==> config.mk <==
export PLATFORM = sky130hd
export DESIGN_NAME = spi_byte_monitor_flat
export DESIGN_NICKNAME = d
export VERILOG_FILES = /design/src/rtl/spi_mon_pkg.sv /design/src/rtl/spi_byte_monitor_if.sv /design/src/rtl/spi_byte_monitor_sample_window.sv /design/src/rtl/spi_byte_monitor.sv /design/src/flat_wrapper.sv
export SDC_FILE = /design/constraint.sdc
export NUM_CORES = 1
export LEC_CHECK = 0
export BUFFER_PORTS_ARGS = -buffer_cell sky130_fd_sc_hd__buf_2
export CAP_MARGIN = 20
export CORE_MARGIN = 2
export CORE_UTILIZATION = 55
export DETAILED_ROUTE_END_ITERATION = 6
export GPL_TIMING_DRIVEN = 0
export PLACE_DENSITY = 0.83
export REMOVE_ABC_BUFFERS = 1
export SLEW_MARGIN = 25
export SYNTH_ARGS = -nofsm -noshare
export SYNTH_HDL_FRONTEND = slang
export SYNTH_SLANG_ARGS = --single-unit
==> constraint.sdc <==
create_clock -name clk_in -period 5.6 [get_ports clk_in]
set_clock_uncertainty 0.1 [all_clocks]
set_input_delay 0.56 -clock clk_in [delete_from_list [all_inputs] [get_ports clk_in]]
set_output_delay 0.56 -clock clk_in [all_outputs]
set_load 0.02 [all_outputs]
==> src/rtl/spi_mon_pkg.sv <==
// Shared types and defaults for the SPI byte monitor and the receiver top.
package spi_mon_pkg;

  localparam int unsigned BYTE_W             = 8;
  localparam int unsigned DEF_AVG_LOG2       = 2;
  localparam logic [7:0]  DEF_TH_HIGH        = 8'd30;
  localparam logic [7:0]  DEF_TH_LOW         = 8'd25;
  localparam int unsigned DEF_TIMEOUT_CYCLES = 25_000_000;
  localparam int unsigned DEF_ERR_LIMIT      = 3;

  typedef enum logic [1:0] {
    LINK_IDLE = 2'd0,
    LINK_OK   = 2'd1,
    LINK_LOST = 2'd2
  } link_state_t;

endpackage

==> src/rtl/spi_byte_monitor_if.sv <==
// Byte/error strobe bus from the oversampling receiver into the monitor.
interface spi_byte_monitor_if;
  import spi_mon_pkg::*;

  logic              byte_valid;
  logic [BYTE_W-1:0] byte_data;
  logic              frame_error;

  modport master (output byte_valid, output byte_data, output frame_error);
  modport slave  (input  byte_valid, input  byte_data, input  frame_error);

endinterface

==> src/rtl/spi_byte_monitor_sample_window.sv <==
// Circular sample buffer with running sum over the last 2^AVG_LOG2 bytes.
module sample_window
  import spi_mon_pkg::*;
#(
  parameter int unsigned AVG_LOG2 = DEF_AVG_LOG2
) (
  input  logic                       clk,
  input  logic                       rst_n,
  input  logic                       push,
  input  logic                       clear,
  input  logic [BYTE_W-1:0]          data_in,
  output logic [BYTE_W+AVG_LOG2-1:0] sum_out,
  output logic                       full
);

  localparam int unsigned DEPTH  = 1 << AVG_LOG2;
  localparam int unsigned SUM_W  = BYTE_W + AVG_LOG2;
  localparam int unsigned FILL_W = AVG_LOG2 + 1;

  logic [BYTE_W-1:0]   mem_q [DEPTH];
  logic [AVG_LOG2-1:0] wr_ptr_q, wr_ptr_d;
  logic [FILL_W-1:0]   fill_q, fill_d;
  logic [SUM_W-1:0]    sum_q, sum_d;
  logic                full_c;
  logic [BYTE_W-1:0]   old_c;

  assign full_c  = (fill_q == FILL_W'(DEPTH));
  assign full    = full_c;
  assign sum_out = sum_q;

  // Next pointer/fill/sum; the evicted sample only counts once the window has wrapped.
  always_comb begin
    wr_ptr_d = wr_ptr_q;
    fill_d   = fill_q;
    sum_d    = sum_q;
    old_c    = full_c ? mem_q[wr_ptr_q] : '0;
    if (clear) begin
      wr_ptr_d = '0;
      fill_d   = '0;
      sum_d    = '0;
    end else if (push) begin
      wr_ptr_d = wr_ptr_q + AVG_LOG2'(1);
      fill_d   = full_c ? fill_q : fill_q + FILL_W'(1);
      sum_d    = sum_q + SUM_W'(data_in) - SUM_W'(old_c);
    end
  end

  // Control registers.
  always_ff @(posedge clk or negedge rst_n) begin
    if (!rst_n) begin
      wr_ptr_q <= '0;
      fill_q   <= '0;
      sum_q    <= '0;
    end else begin
      wr_ptr_q <= wr_ptr_d;
      fill_q   <= fill_d;
      sum_q    <= sum_d;
    end
  end

  // Sample storage; stale contents are masked by fill after a clear.
  always_ff @(posedge clk) begin
    if (push && !clear) mem_q[wr_ptr_q] <= data_in;
  end

endmodule

==> src/rtl/spi_byte_monitor.sv <==
// Link monitor: windowed average with hysteresis alarm, watchdog and error counters.
module spi_byte_monitor
  import spi_mon_pkg::*;
#(
  parameter int unsigned       AVG_LOG2       = DEF_AVG_LOG2,
  parameter logic [BYTE_W-1:0] TH_HIGH        = DEF_TH_HIGH,
  parameter logic [BYTE_W-1:0] TH_LOW         = DEF_TH_LOW,
  parameter int unsigned       TIMEOUT_CYCLES = DEF_TIMEOUT_CYCLES,
  parameter int unsigned       ERR_LIMIT      = DEF_ERR_LIMIT
) (
  input  logic               clk_in,
  input  logic               rst,
  spi_byte_monitor_if.slave  rx,
  output logic [BYTE_W-1:0]  avg_out,
  output logic               avg_valid,
  output logic               alarm,
  output logic               link_ok,
  output logic [7:0]         err_count,
  output logic [1:0]         led
);

  localparam int unsigned     SUM_W    = BYTE_W + AVG_LOG2;
  localparam int unsigned     TMO_W    = $clog2(TIMEOUT_CYCLES + 1);
  localparam logic [TMO_W-1:0] TMO_LAST = TMO_W'(TIMEOUT_CYCLES - 1);
  localparam logic [7:0]      ERR_MAX  = 8'(ERR_LIMIT);

  link_state_t       state_q, state_d;
  logic [TMO_W-1:0]  tmo_q, tmo_d;
  logic [7:0]        consec_q, consec_d;
  logic [7:0]        err_cnt_q, err_cnt_d;
  logic              push_q, push_d;
  logic [BYTE_W-1:0] data_q, data_d;
  logic              upd_q, upd_d;
  logic [BYTE_W-1:0] avg_q, avg_d;
  logic              avg_valid_q, avg_valid_d;
  logic              alarm_q, alarm_d;
  logic              link_ok_q, link_ok_d;
  logic              accept_c, lose_c;
  logic [SUM_W-1:0]  sum_w;
  logic              full_w;
  logic [BYTE_W-1:0] avg_c;

  assign accept_c = rx.byte_valid & ~rx.frame_error;
  assign avg_c    = BYTE_W'(sum_w >> AVG_LOG2);

  sample_window #(.AVG_LOG2(AVG_LOG2)) u_window (
    .clk     (clk_in),
    .rst_n   (rst),
    .push    (push_q),
    .clear   (lose_c),
    .data_in (data_q),
    .sum_out (sum_w),
    .full    (full_w)
  );

  // Link FSM next state and watchdog; both loss causes merge into one transition.
  always_comb begin
    state_d = state_q;
    lose_c  = 1'b0;
    tmo_d   = '0;
    case (state_q)
      LINK_IDLE: if (accept_c) state_d = LINK_OK;
      LINK_OK: begin
        if ((consec_q == ERR_MAX) || ((tmo_q == TMO_LAST) && !accept_c)) begin
          lose_c  = 1'b1;
          state_d = LINK_LOST;
        end else if (!accept_c) begin
          tmo_d = tmo_q + TMO_W'(1);
        end
      end
      LINK_LOST: if (accept_c) state_d = LINK_OK;
      default:   state_d = LINK_IDLE;
    endcase
  end

  // Saturating error counters; an accepted byte breaks the consecutive run.
  always_comb begin
    consec_d  = consec_q;
    err_cnt_d = err_cnt_q;
    if (accept_c) begin
      consec_d = '0;
    end else if (rx.frame_error) begin
      if (consec_q != ERR_MAX) consec_d = consec_q + 8'd1;
      if (err_cnt_q != 8'hFF)  err_cnt_d = err_cnt_q + 8'd1;
    end
  end

  // Input capture, window-update tracking, average and hysteresis alarm.
  always_comb begin
    push_d      = accept_c;
    data_d      = rx.byte_data;
    upd_d       = push_q & ~lose_c;
    avg_valid_d = upd_q & full_w & ~lose_c;
    avg_d       = avg_valid_d ? avg_c : avg_q;
    alarm_d     = alarm_q;
    link_ok_d   = (state_d == LINK_OK);
    if (lose_c) begin
      alarm_d = 1'b0;
    end else if (avg_valid_d) begin
      if (avg_c > TH_HIGH)     alarm_d = 1'b1;
      else if (avg_c < TH_LOW) alarm_d = 1'b0;
    end
  end

  // State and output registers.
  always_ff @(posedge clk_in or negedge rst) begin
    if (!rst) begin
      state_q     <= LINK_IDLE;
      tmo_q       <= '0;
      consec_q    <= '0;
      err_cnt_q   <= '0;
      push_q      <= 1'b0;
      data_q      <= '0;
      upd_q       <= 1'b0;
      avg_q       <= '0;
      avg_valid_q <= 1'b0;
      alarm_q     <= 1'b0;
      link_ok_q   <= 1'b0;
    end else begin
      state_q     <= state_d;
      tmo_q       <= tmo_d;
      consec_q    <= consec_d;
      err_cnt_q   <= err_cnt_d;
      push_q      <= push_d;
      data_q      <= data_d;
      upd_q       <= upd_d;
      avg_q       <= avg_d;
      avg_valid_q <= avg_valid_d;
      alarm_q     <= alarm_d;
      link_ok_q   <= link_ok_d;
    end
  end

  assign avg_out   = avg_q;
  assign avg_valid = avg_valid_q;
  assign alarm     = alarm_q;
  assign link_ok   = link_ok_q;
  assign err_count = err_cnt_q;
  assign led       = ~{link_ok_q, alarm_q};

endmodule
==> src/flat_wrapper.sv <==
// flat-port wrapper written by rule: the top's interface ports become plain ports
module spi_byte_monitor_flat import spi_mon_pkg::*;
#(
  parameter int unsigned       AVG_LOG2       = DEF_AVG_LOG2,
  parameter logic [BYTE_W-1:0] TH_HIGH        = DEF_TH_HIGH,
  parameter logic [BYTE_W-1:0] TH_LOW         = DEF_TH_LOW,
  parameter int unsigned       TIMEOUT_CYCLES = DEF_TIMEOUT_CYCLES,
  parameter int unsigned       ERR_LIMIT      = DEF_ERR_LIMIT
)
  (clk_in, rst, avg_out, avg_valid, alarm, link_ok, err_count, led, rx_byte_valid, rx_byte_data, rx_frame_error);
  spi_byte_monitor_if rx_i ();
  input  logic clk_in;
  input  logic rst;
  output logic [BYTE_W-1:0] avg_out;
  output logic avg_valid;
  output logic alarm;
  output logic link_ok;
  output logic [7:0] err_count;
  output logic [1:0] led;
  input wire logic [$bits(rx_i.byte_valid)-1:0] rx_byte_valid;
  input wire logic [$bits(rx_i.byte_data)-1:0] rx_byte_data;
  input wire logic [$bits(rx_i.frame_error)-1:0] rx_frame_error;
  assign rx_i.byte_valid = rx_byte_valid;
  assign rx_i.byte_data = rx_byte_data;
  assign rx_i.frame_error = rx_frame_error;
  spi_byte_monitor #(.AVG_LOG2(AVG_LOG2), .TH_HIGH(TH_HIGH), .TH_LOW(TH_LOW), .TIMEOUT_CYCLES(TIMEOUT_CYCLES), .ERR_LIMIT(ERR_LIMIT)) u_core (.clk_in(clk_in), .rst(rst), .rx(rx_i), .avg_out(avg_out), .avg_valid(avg_valid), .alarm(alarm), .link_ok(link_ok), .err_count(err_count), .led(led));
endmodule
==> results of run 1 <==
synthesized netlist by cell type, types with 2 or more instances:
master	count	area, um2
sky130_fd_sc_hd__o31ai_1	3	22.5
sky130_fd_sc_hd__nor2_1	51	191
sky130_fd_sc_hd__fa_1	8	160
sky130_fd_sc_hd__buf_2	2	10.0
sky130_fd_sc_hd__o21ai_0	4	20.0
sky130_fd_sc_hd__a21oi_1	7	35.0
sky130_fd_sc_hd__mux4_2	8	180
sky130_fd_sc_hd__and4b_1	2	20.0
sky130_fd_sc_hd__dfrtp_1	79	1980
sky130_fd_sc_hd__a211oi_1	2	15.0
sky130_fd_sc_hd__o22ai_1	2	12.5
sky130_fd_sc_hd__nor3_1	7	35.0
sky130_fd_sc_hd__nand2_1	20	75.1
sky130_fd_sc_hd__nand4_1	10	62.6
sky130_fd_sc_hd__nand2b_1	4	25.0
sky130_fd_sc_hd__nor2b_1	10	62.6
sky130_fd_sc_hd__inv_1	46	173
sky130_fd_sc_hd__xor2_1	22	193
sky130_fd_sc_hd__xnor2_1	20	175
sky130_fd_sc_hd__nor4_1	2	12.5
sky130_fd_sc_hd__ha_1	20	250
sky130_fd_sc_hd__and2_1	6	37.5
sky130_fd_sc_hd__clkbuf_1	8	30.0
sky130_fd_sc_hd__and3_1	9	56.3
sky130_fd_sc_hd__edfxtp_1	32	961
sky130_fd_sc_hd__nand3_1	22	110
sky130_fd_sc_hd__mux2_1	8	90.1
sky130_fd_sc_hd__o21a_1	3	22.5
sky130_fd_sc_hd__mux2i_1	11	110
sky130_fd_sc_hd__a31oi_1	2	12.5
cell families (layout without fill, tap and decap cells):
family                     Yosys count  in the layout  share of synthesized area [%]
AOI/OAI and AO/OA                   30             30                           3.85
xor gates and xnor gates            42             42                           6.90
adders and majority gates           28             28                           7.70
buffers and inverters               60             96                           4.48
DFF                                111            111                           55.1
muxes                               28             28                           7.35
and+or+nand+nor                    153            153                           14.6
per-layer routing:
layer,share of wire [%],GRT usage (%),wire length [um],vias up
met1,47,23.9,4050,1659
li1,-,-,-,1596
met2,49,30.3,4220,72
met5,0,0,0,-
met4,1.5,7.38,129,0
met3,3.2,3.15,278,13
cell usage in the layout (no fill, tap or decap), types with 7 or more instances in the layout:
master and instances:
sky130_fd_sc_hd__edfxtp_1 32, sky130_fd_sc_hd__and3_1 9, sky130_fd_sc_hd__mux4_2 8, sky130_fd_sc_hd__buf_2 31, sky130_fd_sc_hd__fa_1 8, sky130_fd_sc_hd__inv_1 46, sky130_fd_sc_hd__nor2b_1 10, sky130_fd_sc_hd__nor3_1 7
sky130_fd_sc_hd__nand4_1 10, sky130_fd_sc_hd__nor2_1 51, sky130_fd_sc_hd__xnor2_1 20, sky130_fd_sc_hd__clkbuf_8 10, sky130_fd_sc_hd__ha_1 20, sky130_fd_sc_hd__a21oi_1 7, sky130_fd_sc_hd__dfrtp_1 79, sky130_fd_sc_hd__mux2i_1 11
sky130_fd_sc_hd__xor2_1 22, sky130_fd_sc_hd__mux2_1 8, sky130_fd_sc_hd__nand3_1 22, sky130_fd_sc_hd__nand2_1 20
final timing paths:
path | endpoint | cells after the start
max | u_core.u_window.sum_out[9] | 11
min | u_core.u_window.sum_out[0] | 1
max reg2reg | u_core.u_window.sum_out[9] | 11
min reg2reg | u_core.avg_out[4] | 1
max in group asynchronous | u_core.tmo_q[4] | 2
min in group clk_in | u_core.data_q[5] | 1
power by group:
| group | total, mW | internal [mW] | switching [mW] |
|---|---|---|---|
| registers | 1.16 | 0.999 | 0.158 |
| logic | 1.11 | 0.502 | 0.609 |
| clock network | 0.442 | 0.176 | 0.266 |
state kept, by name, indices dropped and copies added, names as in the netlist:
| signal | cells |
|---|---|
| u_core.tmo_q | 25 |
| u_core.u_window.wr_ptr_q | 2 |
| u_core.alarm | 1 |
| u_core.push_q | 1 |
| u_core.link_ok | 1 |
| u_core.state_q | 2 |
| u_core.consec_q | 8 |
| u_core.data_q | 8 |
| u_core.u_window.mem_q | 32 |
| u_core.err_count | 8 |
| u_core.u_window.fill_q | 3 |
| u_core.upd_q | 1 |
| u_core.u_window.sum_out | 10 |
| u_core.avg_valid | 1 |
| u_core.avg_out | 8 |
layout make-up:
type | instances | area share [%]
well taps | 129 | 2.78
clock inverters | 6 | 0.712
clock buffers | 10 | 2.37
repair buffers | 33 | 3.28
flip-flops and latches | 111 | 50.7
multi-input cells | 281 | 37.2
inverters | 47 | 3.04
through the flow:
| stage | power [mW] | utilization, % | cells |
|---|---|---|---|
| final | 2.71 | 62.2 | 617 |
| after global routing | 2.93 | 62.2 | 617 |
| after CTS | 2.73 | 62.2 | 617 |
| after detailed placement | 2.29 | 60.3 | 601 |
| after global placement | 2.22 | 59.9 | 600 |
| after floorplan | 2.01 | - | 439 |
==> reports/qor_table.md, run 1 <==
| Item | This run |
|---|---|
| Final nets | 523 |
| Clock latency of the later-clocked register in the worst-skew pair | 370 ps |
| Actual slew at the worst max-slew pin | 806 ps |
| Clock Pin Slew Worst Setup and Hold Paths | 100 ps |
| Category of the critical setup timing path | flip-flop to flip-flop |
| Number of global-route vias before repair | 3,277 |
| Number of buffer and inverter stages on the critical path | 1 |
| Fmax | 231 MHz |
| Global Route Usage Sum | 18.2% |
| Leakage | 2.56 nW |
| Crit path top cell by count | sky130_fd_sc_hd__a21oi_1 |
| Status | completed |
| Commonest register cell after synthesis | sky130_fd_sc_hd__dfrtp_1 |
| Number of clock sinks | 111 |
| Drt first pass iters | 4 |
| Number of design rule violations left after detail routing | 0 |
| Startpoint of the most critical setup path | u_core.u_window.wr_ptr_q[0] |
| Antenna violation net count after detailed routing | 0 |
| Number of buffers on the longest clock path | 2 |
| Cell chain of the critical path | mux4_2 > nor2b_1 > fa_1 > inv_1 > ha_1 > and3_1 > a2111oi_0 > a21oi_1 > a21oi_1 > and4b_1 > nor4_1 |
| Number of cells produced by synthesis | 452 |
| Maximum number of pins on one net before global-route repair | 52 |
| Clock Tree Root | sky130_fd_sc_hd__clkbuf_8 |
| Share of synthesized flip-flops with an asynchronous set or reset | 71.2% |
| Power density over cell area | 467 nW/um2 |
| CP Data Arrival Time | 4460 ps |
| Final hold vios | 0 |
| Final min period | 4330 ps |
| Crit-path max FO | 12 |
| Worst hold slack | 9.14 ps |
| Initial cell density of the core | 57.2% |
| Endpoint required time on the critical path | 5730 ps |
| First-pass GRT wire length | 14.8 mm |
| Top-level I/O count | 33 |
| Floorplan row count | 35 |
| Setup_tns | 0 ps |
| Sequential-to-total area share from yosys stat | 55.1% |
| Kind of start point of the critical path | flip-flop |
| Category of cells accounting for the largest share of critical-path delay | compound AO/OA/AOI/OAI gates |
| Worst R2R Start | u_core.u_window.wr_ptr_q[0] |
| Post-Place Worst Slack | 1320 ps |
| DRC violation total after the first TritonRoute iteration | 98 |
| Synthesized area per cell | 11.8 um2 |
| Instance area at placement | 5620 um2 |
| Width of the die | 102 um |
| Summed area of non-filler cells in the final layout | 5800 um2 |
| Die Span Y | 102 um |
| Tightest slew margin relative to the limit | 44.9% |
| Critical Path Slowest Stage Cell | sky130_fd_sc_hd__dfrtp_1 |
| Number of synthesized register bits | 111 |
| Setup repair after global routing missed its margin | false |
| Endpoints failing setup | 0 |
| Fraction of layout cells with a size suffix above 1 | 12.9% |
| Flop2flop setup slack | 1270 ps |
| Number of antenna violations at the first check in global routing | 0 |
| Kind of capture point of the worst setup path | flip-flop |
| Total gr overflow | 0 |
| Wire length per cell after detailed routing | 14.1 um |
| Final HPWL DP | 6.22 mm |
| Number of inserted diodes | 0 |
| CP max stage delay | 770 ps |
| Die outline area | 10,500 um2 |
| Number of distinct library cells after synthesis | 52 |
| Post-synth design cell area | 5330 um2 |
| Buffer count from post-CTS setup fixing | 0 |
| Routability cong. | 0.884 |
| Clock H-tree levels | 3 |
| Register area | 2940 um2 |
| Total routed wirelength | 8.68 mm |
| Hold buffer count at CTS | 0 |
| Multi-input gate area | 2150 um2 |
| Placeable Area | 9330 um2 |
| Count of cells resized by post-cts repair | 0 |
| Post-synth EDFFs | 32 |
| Total via count in the routed design | 3,340 |
| Final worst slack | 1270 ps |
| Number of buffers added by the clock tree synthesis step | 9 |
| Port-buffer cells | 32 |
| Slew Limit Fails | 0 |
| Fill count | 717 |
| Synth warn | 0 |
| Layout-stage area growth over the synthesis result | 8.78% |
| Final worst path period share | 77.2% |
| TritonCTS clock tree | built |
| Max capacitance violation total | 0 |
| Vias per Instance | 5.41 |
| VDD IR-drop max | 0.000178 V |
| HP Class | input port to asynchronous set/reset pin |
Note: power is estimated with default switching activity, not from simulation.
==> run 2, diff against run 1 <==
==> constraint.sdc (replaced) <==
create_clock -name clk_in -period 4.3 [get_ports clk_in]
set_clock_uncertainty 0.1 [all_clocks]
set_input_delay 0.43 -clock clk_in [delete_from_list [all_inputs] [get_ports clk_in]]
set_output_delay 0.43 -clock clk_in [all_outputs]
set_load 0.02 [all_outputs]
==> reports/qor_table.md, run 2 (synthesis gave the netlist of run 1 again) <==
| Item | This run |
|---|---|
| Category of the critical setup timing path | flip-flop to flip-flop |
| Final worst path period share | 95.8% |
| Most frequent cells in the layout | sky130_fd_sc_hd__dfrtp_1, sky130_fd_sc_hd__nor2_1, sky130_fd_sc_hd__inv_1 |
| Kind of capture point of the worst setup path | flip-flop |
| Slew Limit Fails | 0 |
| Number of buffers on the longest clock path | 2 |
| Final hold vios | 0 |
| Layout-stage area growth over the synthesis result | 8.99% |
| Capture instance of the worst register-to-register path | u_core.u_window.sum_out[9] |
| Initial cell density of the core | 57.2% |
| Tightest slew margin relative to the limit | 45.0% |
| Cell count of the worst hold path | 1 |
| Fmax | 243 MHz |
| Die Span Y | 102 um |
| First-pass GRT wire length | 14.8 mm |
| Most frequent standard cell in the layout excluding fill and tap cells | sky130_fd_sc_hd__dfrtp_1 |
| Port-buffer cells | 32 |
| Routability cong. | 0.884 |
| Final core utilization | 62.3% |
| Vias per Instance | 5.40 |
| Width of the die | 102 um |
| Endpoints failing setup | 0 |
| CP Data Arrival Time | 4250 ps |
| TritonCTS clock tree | built |
| Setup_tns | 0 ps |
| Final HPWL DP | 6.22 mm |
| Flop2flop setup slack | 180 ps |
| Crit-path max FO | 12 |
| Drt first pass iters | 4 |
| Setup repair after global routing missed its margin | false |
| Max reg flops | 32 |
| Number of design rule violations left after detail routing | 0 |
| Clock H-tree levels | 3 |
| Number of antenna violations at the first check in global routing | 0 |
| Final nets | 524 |
| Clock Tree Root | sky130_fd_sc_hd__clkbuf_8 |
| Hold path start | rx_byte_data[5] |
| Kind of start point of the critical path | flip-flop |
| Number of inserted diodes | 0 |
| Most flop-heavy register | u_core.u_window.mem_q |
| Leakage | 2.57 nW |
| VDD IR-drop max | 0.000232 V |
| Wire length per cell after detailed routing | 14.0 um |
| Fill count | 717 |
| HP Class | input port to flip-flop |
| Global Route Usage Sum | 18.2% |
| Register area | 2940 um2 |
| Startpoint of the most critical setup path | u_core.u_window.wr_ptr_q[0] |
| Top-level I/O count | 33 |
| Fraction of layout cells with a size suffix above 1 | 13.1% |
| Final min period | 4120 ps |
| Total via count in the routed design | 3,339 |
| Worst-case hold path end point | u_core.data_q[5] |
| Placeable Area | 9330 um2 |
| Actual slew at the worst max-slew pin | 805 ps |
| DRC violation total after the first TritonRoute iteration | 145 |
| Max capacitance violation total | 0 |
| Number of clock sinks | 111 |
| Total routed wirelength | 8.65 mm |
| Floorplan row count | 35 |
| Endpoint required time on the critical path | 4430 ps |
| Maximum number of pins on one net before global-route repair | 52 |
| Number of buffers added by the clock tree synthesis step | 9 |
| Count of cells along the worst register-to-register path | 11 |
| Total gr overflow | 0 |
| Clock Pin Slew Worst Setup and Hold Paths | 100 ps |
| Antenna violation net count after detailed routing | 0 |
| Worst R2R Start | u_core.u_window.wr_ptr_q[0] |
| Multi-input gate area | 2150 um2 |
| Power density over cell area | 608 nW/um2 |
| Die outline area | 10,500 um2 |
| Number of global-route vias before repair | 3,283 |
| Status | completed |
| Clock latency of the later-clocked register in the worst-skew pair | 370 ps |
## run 2: cell types whose count changed in the layout (fill, tap and decap cells not counted)
cell                            previous run  this run
sky130_fd_sc_hd__dfrtp_1                  79        78
sky130_fd_sc_hd__dfrtp_2                   0         1
sky130_fd_sc_hd__dlygate4sd3_1             0         1
## run 2: worst max path at each step
stage | cells past startpoint | slack (ps) | end
final | 11 | 180 | u_core.u_window.sum_out[9]
after global routing | 11 | 100 | u_core.u_window.sum_out[9]
after CTS | 11 | 210 | u_core.u_window.sum_out[9]
after detailed placement | 11 | 20 | u_core.u_window.sum_out[9]
after global placement | 11 | 120 | u_core.u_window.sum_out[9]
after floorplan | 11 | 510 | u_core.u_window.sum_out[9]
## run 2: repair_timing
| item | in CTS | in global routing |
|---|---|---|
| hold buffers | 1 | 0 |
| setup buffers | 0 | 0 |
| endpoints found under the hold margin | 28 | 0 |
| setup endpoints to repair | 1 | 0 |
| resized for setup | 1 | 0 |
## run 2: power by group
part | internal, mW | switching, mW | leakage, nW
combinational | 0.655 | 0.794 | 1.16
clock | 0.229 | 0.347 | 0.0920
sequential | 1.30 | 0.204 | 1.31
## run 2: layout make-up
type / instances / share of cell area (%)
flip-flops and latches: 111 / 50.6
multi-input cells: 281 / 37.1
clock buffers: 10 / 2.37
inverters: 47 / 3.04
well taps: 129 / 2.78
repair buffers: 34 / 3.45
clock inverters: 6 / 0.711
## run 2: metal layers
layer | global-route usage (%) | routed length [um] | part of all wire (%) | vias up
met1 | 23.9 | 4020 | 46 | 1654
li1 | - | - | - | 1598
met5 | 0 | 0 | 0 | -
met2 | 30.3 | 4230 | 49 | 72
met3 | 3.15 | 263 | 3.0 | 15
met4 | 7.38 | 143 | 1.7 | 0
## run 2: critical path, stage by stage, from the launching register on
cell                        delay [ps]
sky130_fd_sc_hd__dfrtp_2           590
sky130_fd_sc_hd__mux4_2            560
sky130_fd_sc_hd__nor2b_1           160
sky130_fd_sc_hd__fa_1              490
sky130_fd_sc_hd__inv_1              50
sky130_fd_sc_hd__ha_1              370
sky130_fd_sc_hd__and3_1            190
sky130_fd_sc_hd__a2111oi_0         740
sky130_fd_sc_hd__a21oi_1           220
sky130_fd_sc_hd__a21oi_1           240
sky130_fd_sc_hd__and4b_1           210
sky130_fd_sc_hd__nor4_1             60
## run 2: metrics by stage
stage	hold WS, ps	std cells	instance area (um2)	power [mW]	worst slack (ps)
4_1_cts	41.7	618	5810	3.56	212
6_report	62.1	618	5810	3.53	182
2_1_floorplan	34.4	439	5270	2.61	511
3_3_place_gp	368	600	5590	2.89	118
3_5_place_dp	285	601	5620	2.98	20.5
5_1_grt	40.2	618	5810	3.82	98.2
==> run 3, diff against run 2 <==
--- a/config.mk
+++ b/config.mk
@@ -5,11 +5,14 @@
 export SDC_FILE = /design/constraint.sdc
 export NUM_CORES = 1
 export LEC_CHECK = 0
+export ABC_AREA = 1
 export BUFFER_PORTS_ARGS = -buffer_cell sky130_fd_sc_hd__buf_2
 export CAP_MARGIN = 20
+export CORE_ASPECT_RATIO = 1.75
 export CORE_MARGIN = 2
 export CORE_UTILIZATION = 55
 export DETAILED_ROUTE_END_ITERATION = 6
+export GPL_ROUTABILITY_DRIVEN = 0
 export GPL_TIMING_DRIVEN = 0
 export PLACE_DENSITY = 0.83
 export REMOVE_ABC_BUFFERS = 1
==> reports/qor_table.md, run 3 <==
| Item | This run |
|---|---|
| Status | completed |
| Antenna violation net count after detailed routing | 0 |
| Slew Limit Fails | 0 |
| Synthesized area per cell | 8.91 um2 |
| Total via count in the routed design | 4,448 |
| Global Route Usage Sum | 23.8% |
| Most frequent standard cell in the layout excluding fill and tap cells | sky130_fd_sc_hd__nand2_1 |
| Die outline area | 11,300 um2 |
| Setup_tns | 0 ps |
| Biggest area contributors in the synthesized netlist | sky130_fd_sc_hd__dfrtp_1, sky130_fd_sc_hd__edfxtp_1, sky130_fd_sc_hd__nand2_1 |
| Number of global-route vias before repair | 4,596 |
| HP Class | input port to flip-flop |
| Share of synthesized flip-flops with an asynchronous set or reset | 71.2% |
| Vias per Instance | 5.49 |
| Met1 wire length | 4.30 mm |
| Power density over cell area | 633 nW/um2 |
| Die Span Y | 139 um |
| Post-synth top cells | sky130_fd_sc_hd__nand2_1, sky130_fd_sc_hd__nor2_1, sky130_fd_sc_hd__inv_1 |
| Commonest register cell after synthesis | sky130_fd_sc_hd__dfrtp_1 |
| Top-count cell post-synth | sky130_fd_sc_hd__nand2_1 |
| Total gr overflow | 0 |
| Sequential-to-total area share from yosys stat | 51.3% |
| TritonCTS clock tree | built |
| Number of buffers on the longest clock path | 2 |
| Final min period | 3760 ps |
| Number of design rule violations left after detail routing | 0 |
| Kind of capture point of the worst setup path | flip-flop |
| Final nets | 718 |
| Endpoints failing setup | 0 |
| Setup repair after global routing missed its margin | false |
| Number of inserted diodes | 0 |
| Kind of start point of the critical path | flip-flop |
| Wire length per cell after detailed routing | 15.2 um |
| Final hold vios | 0 |
| Drt first pass iters | 5 |
| Fmax | 266 MHz |
| Crit-path max FO | 20 |
| Layout-stage area growth over the synthesis result | 9.63% |
| Most frequent cells in the layout | sky130_fd_sc_hd__nand2_1, sky130_fd_sc_hd__nor2_1, sky130_fd_sc_hd__inv_1 |
| Final core utilization | 61.3% |
| Number of cells produced by synthesis | 643 |
| Metal3 WL | 387 um |
| Final worst path period share | 87.5% |
| First-pass GRT wire length | 20.8 mm |
| Largest area contributor in the synthesized netlist | sky130_fd_sc_hd__dfrtp_1 |
| Total routed wirelength | 12.3 mm |
| Floorplan row count | 49 |
| Post-synth EDFFs | 32 |
| Width of the die | 81.2 um |
| Worst hold slack | 81.8 ps |
| Post-synth design cell area | 5730 um2 |
| Fill count | 847 |
| VDD IR-drop max | 0.000390 V |
| Tightest slew margin relative to the limit | 40.9% |
| Placeable Area | 10,200 um2 |
| Maximum number of pins on one net before global-route repair | 43 |
| Number of distinct library cells after synthesis | 33 |
| Clock Tree Root | sky130_fd_sc_hd__clkbuf_16 |
| Number of synthesized register bits | 111 |
| Highest Signal Layer | met4 |
| Leakage | 2.92 nW |
| Final HPWL DP | 9.01 mm |
| Clock H-tree levels | 3 |
| Top-level I/O count | 33 |
| Fraction of layout cells with a size suffix above 1 | 9.96% |
| Clock Pin Slew Worst Setup and Hold Paths | 80 ps |
| Initial cell density of the core | 56.0% |
| CP Data Arrival Time | 3910 ps |
| Synth warn | 0 |
| Post-synth top area share | 34.5% |
| Total power draw | 3.98 mW |
| Number of buffers added by the clock tree synthesis step | 9 |
| Port-buffer cells | 32 |
| Max reg flops | 32 |
| Max capacitance violation total | 0 |
| Routed length on met2 | 7.06 mm |
| Actual slew at the worst max-slew pin | 883 ps |
| Most flop-heavy register | u_core.u_window.mem_q |
| DRC violation total after the first TritonRoute iteration | 305 |
| Number of antenna violations at the first check in global routing | 0 |
| Endpoint required time on the critical path | 4440 ps |
| Number of clock sinks | 111 |
| Clock latency of the later-clocked register in the worst-skew pair | 350 ps |
| Category of the critical setup timing path | flip-flop to flip-flop |
==> run 3: cell types whose count changed in the layout (fill, tap and decap cells not counted), moves of 11 or more <==
cell	delta
sky130_fd_sc_hd__nand2_1	+94
sky130_fd_sc_hd__inv_1	+38
sky130_fd_sc_hd__mux2i_1	-11
sky130_fd_sc_hd__nor2_1	+55
sky130_fd_sc_hd__o21ai_0	+19
sky130_fd_sc_hd__nand3_1	+24
==> run 3: through the flow <==
| stage | cell area, um2 | instances | setup slack, ps |
|---|---|---|---|
| final | 6280 | 810 | 537 |
| after global routing | 6280 | 810 | 253 |
| after CTS | 6280 | 810 | 518 |
| after detailed placement | 5990 | 793 | 611 |
| after global placement | 5970 | 792 | 719 |
| after floorplan | 5650 | 633 | 1300 |
==> run 3: cell type report <==
class	count	area [um2]	share of cell area [%]
clock buffer	9	225	3.59
multi-input combinational	427	2360	37.5
inverter	95	358	5.70
tap	127	159	2.53
timing repair buffer	34	193	3.07
clock inverter	7	51.3	0.817
sequential	111	2940	46.8
==> run 3: final timing paths <==
kind,start,to,slack (ps),cells past startpoint
max,u_core.u_window.wr_ptr_q[0],u_core.u_window.sum_out[8],540,16
min,rx_byte_data[0],u_core.data_q[0],80,1
max reg2reg,u_core.u_window.wr_ptr_q[0],u_core.u_window.sum_out[8],540,16
min reg2reg,u_core.tmo_q[0],u_core.tmo_q[0],370,1
max in group asynchronous,rst,u_core.tmo_q[16],3000,3
min in group asynchronous,rst,u_core.err_count[1],500,2
==> run 3: kinds of logic after synthesis <==
group,share of synthesized area (%)
and+or+nand+nor,23.0
adders and majority gates,7.16
muxes,0.393
buffers and inverters,7.58
AOI/OAI and AO/OA,5.22
DFF,51.3
xor gates and xnor gates,5.35
==> run 3: critical path, stage by stage (launching register included) <==
cell and delay (ps):
sky130_fd_sc_hd__dfrtp_1 750, sky130_fd_sc_hd__clkinv_1 620, sky130_fd_sc_hd__o21ai_0 390, sky130_fd_sc_hd__a21oi_1 130, sky130_fd_sc_hd__ha_1 290, sky130_fd_sc_hd__inv_1 60
sky130_fd_sc_hd__ha_1 190, sky130_fd_sc_hd__inv_1 70, sky130_fd_sc_hd__fa_1 410, sky130_fd_sc_hd__inv_1 100, sky130_fd_sc_hd__nand3_1 60, sky130_fd_sc_hd__nand2_1 110
sky130_fd_sc_hd__nand2_1 90, sky130_fd_sc_hd__nand2_1 70, sky130_fd_sc_hd__nand2_1 40, sky130_fd_sc_hd__nand4_1 110, sky130_fd_sc_hd__nand2_1 60
==> run 3: timing repair <==
action                                 CTS  global route
hold buffers                             1             0
resized for setup                        0             0
endpoints found under the hold margin   41             0
buffers inserted                         0             0
==> run 3: report_power, final <==
| part | internal [mW] | switching, mW | leakage, nW | total [mW] |
|---|---|---|---|---|
| Sequential | 1.30 | 0.207 | 1.32 | 1.51 |
| Clock | 0.399 | 0.377 | 0.141 | 0.776 |
| Combinational | 0.606 | 1.09 | 1.46 | 1.70 |
| Total | 2.30 | 1.67 | 2.92 | 3.98 |
==> run 3: layer usage <==
layer | track usage [%] | vias to the layer above
li1 | - | 2130
met1 | 24.1 | 2131
met2 | 44.3 | 127
met3 | 4.69 | 60
met4 | 12.0 | 0
met5 | 0 | -
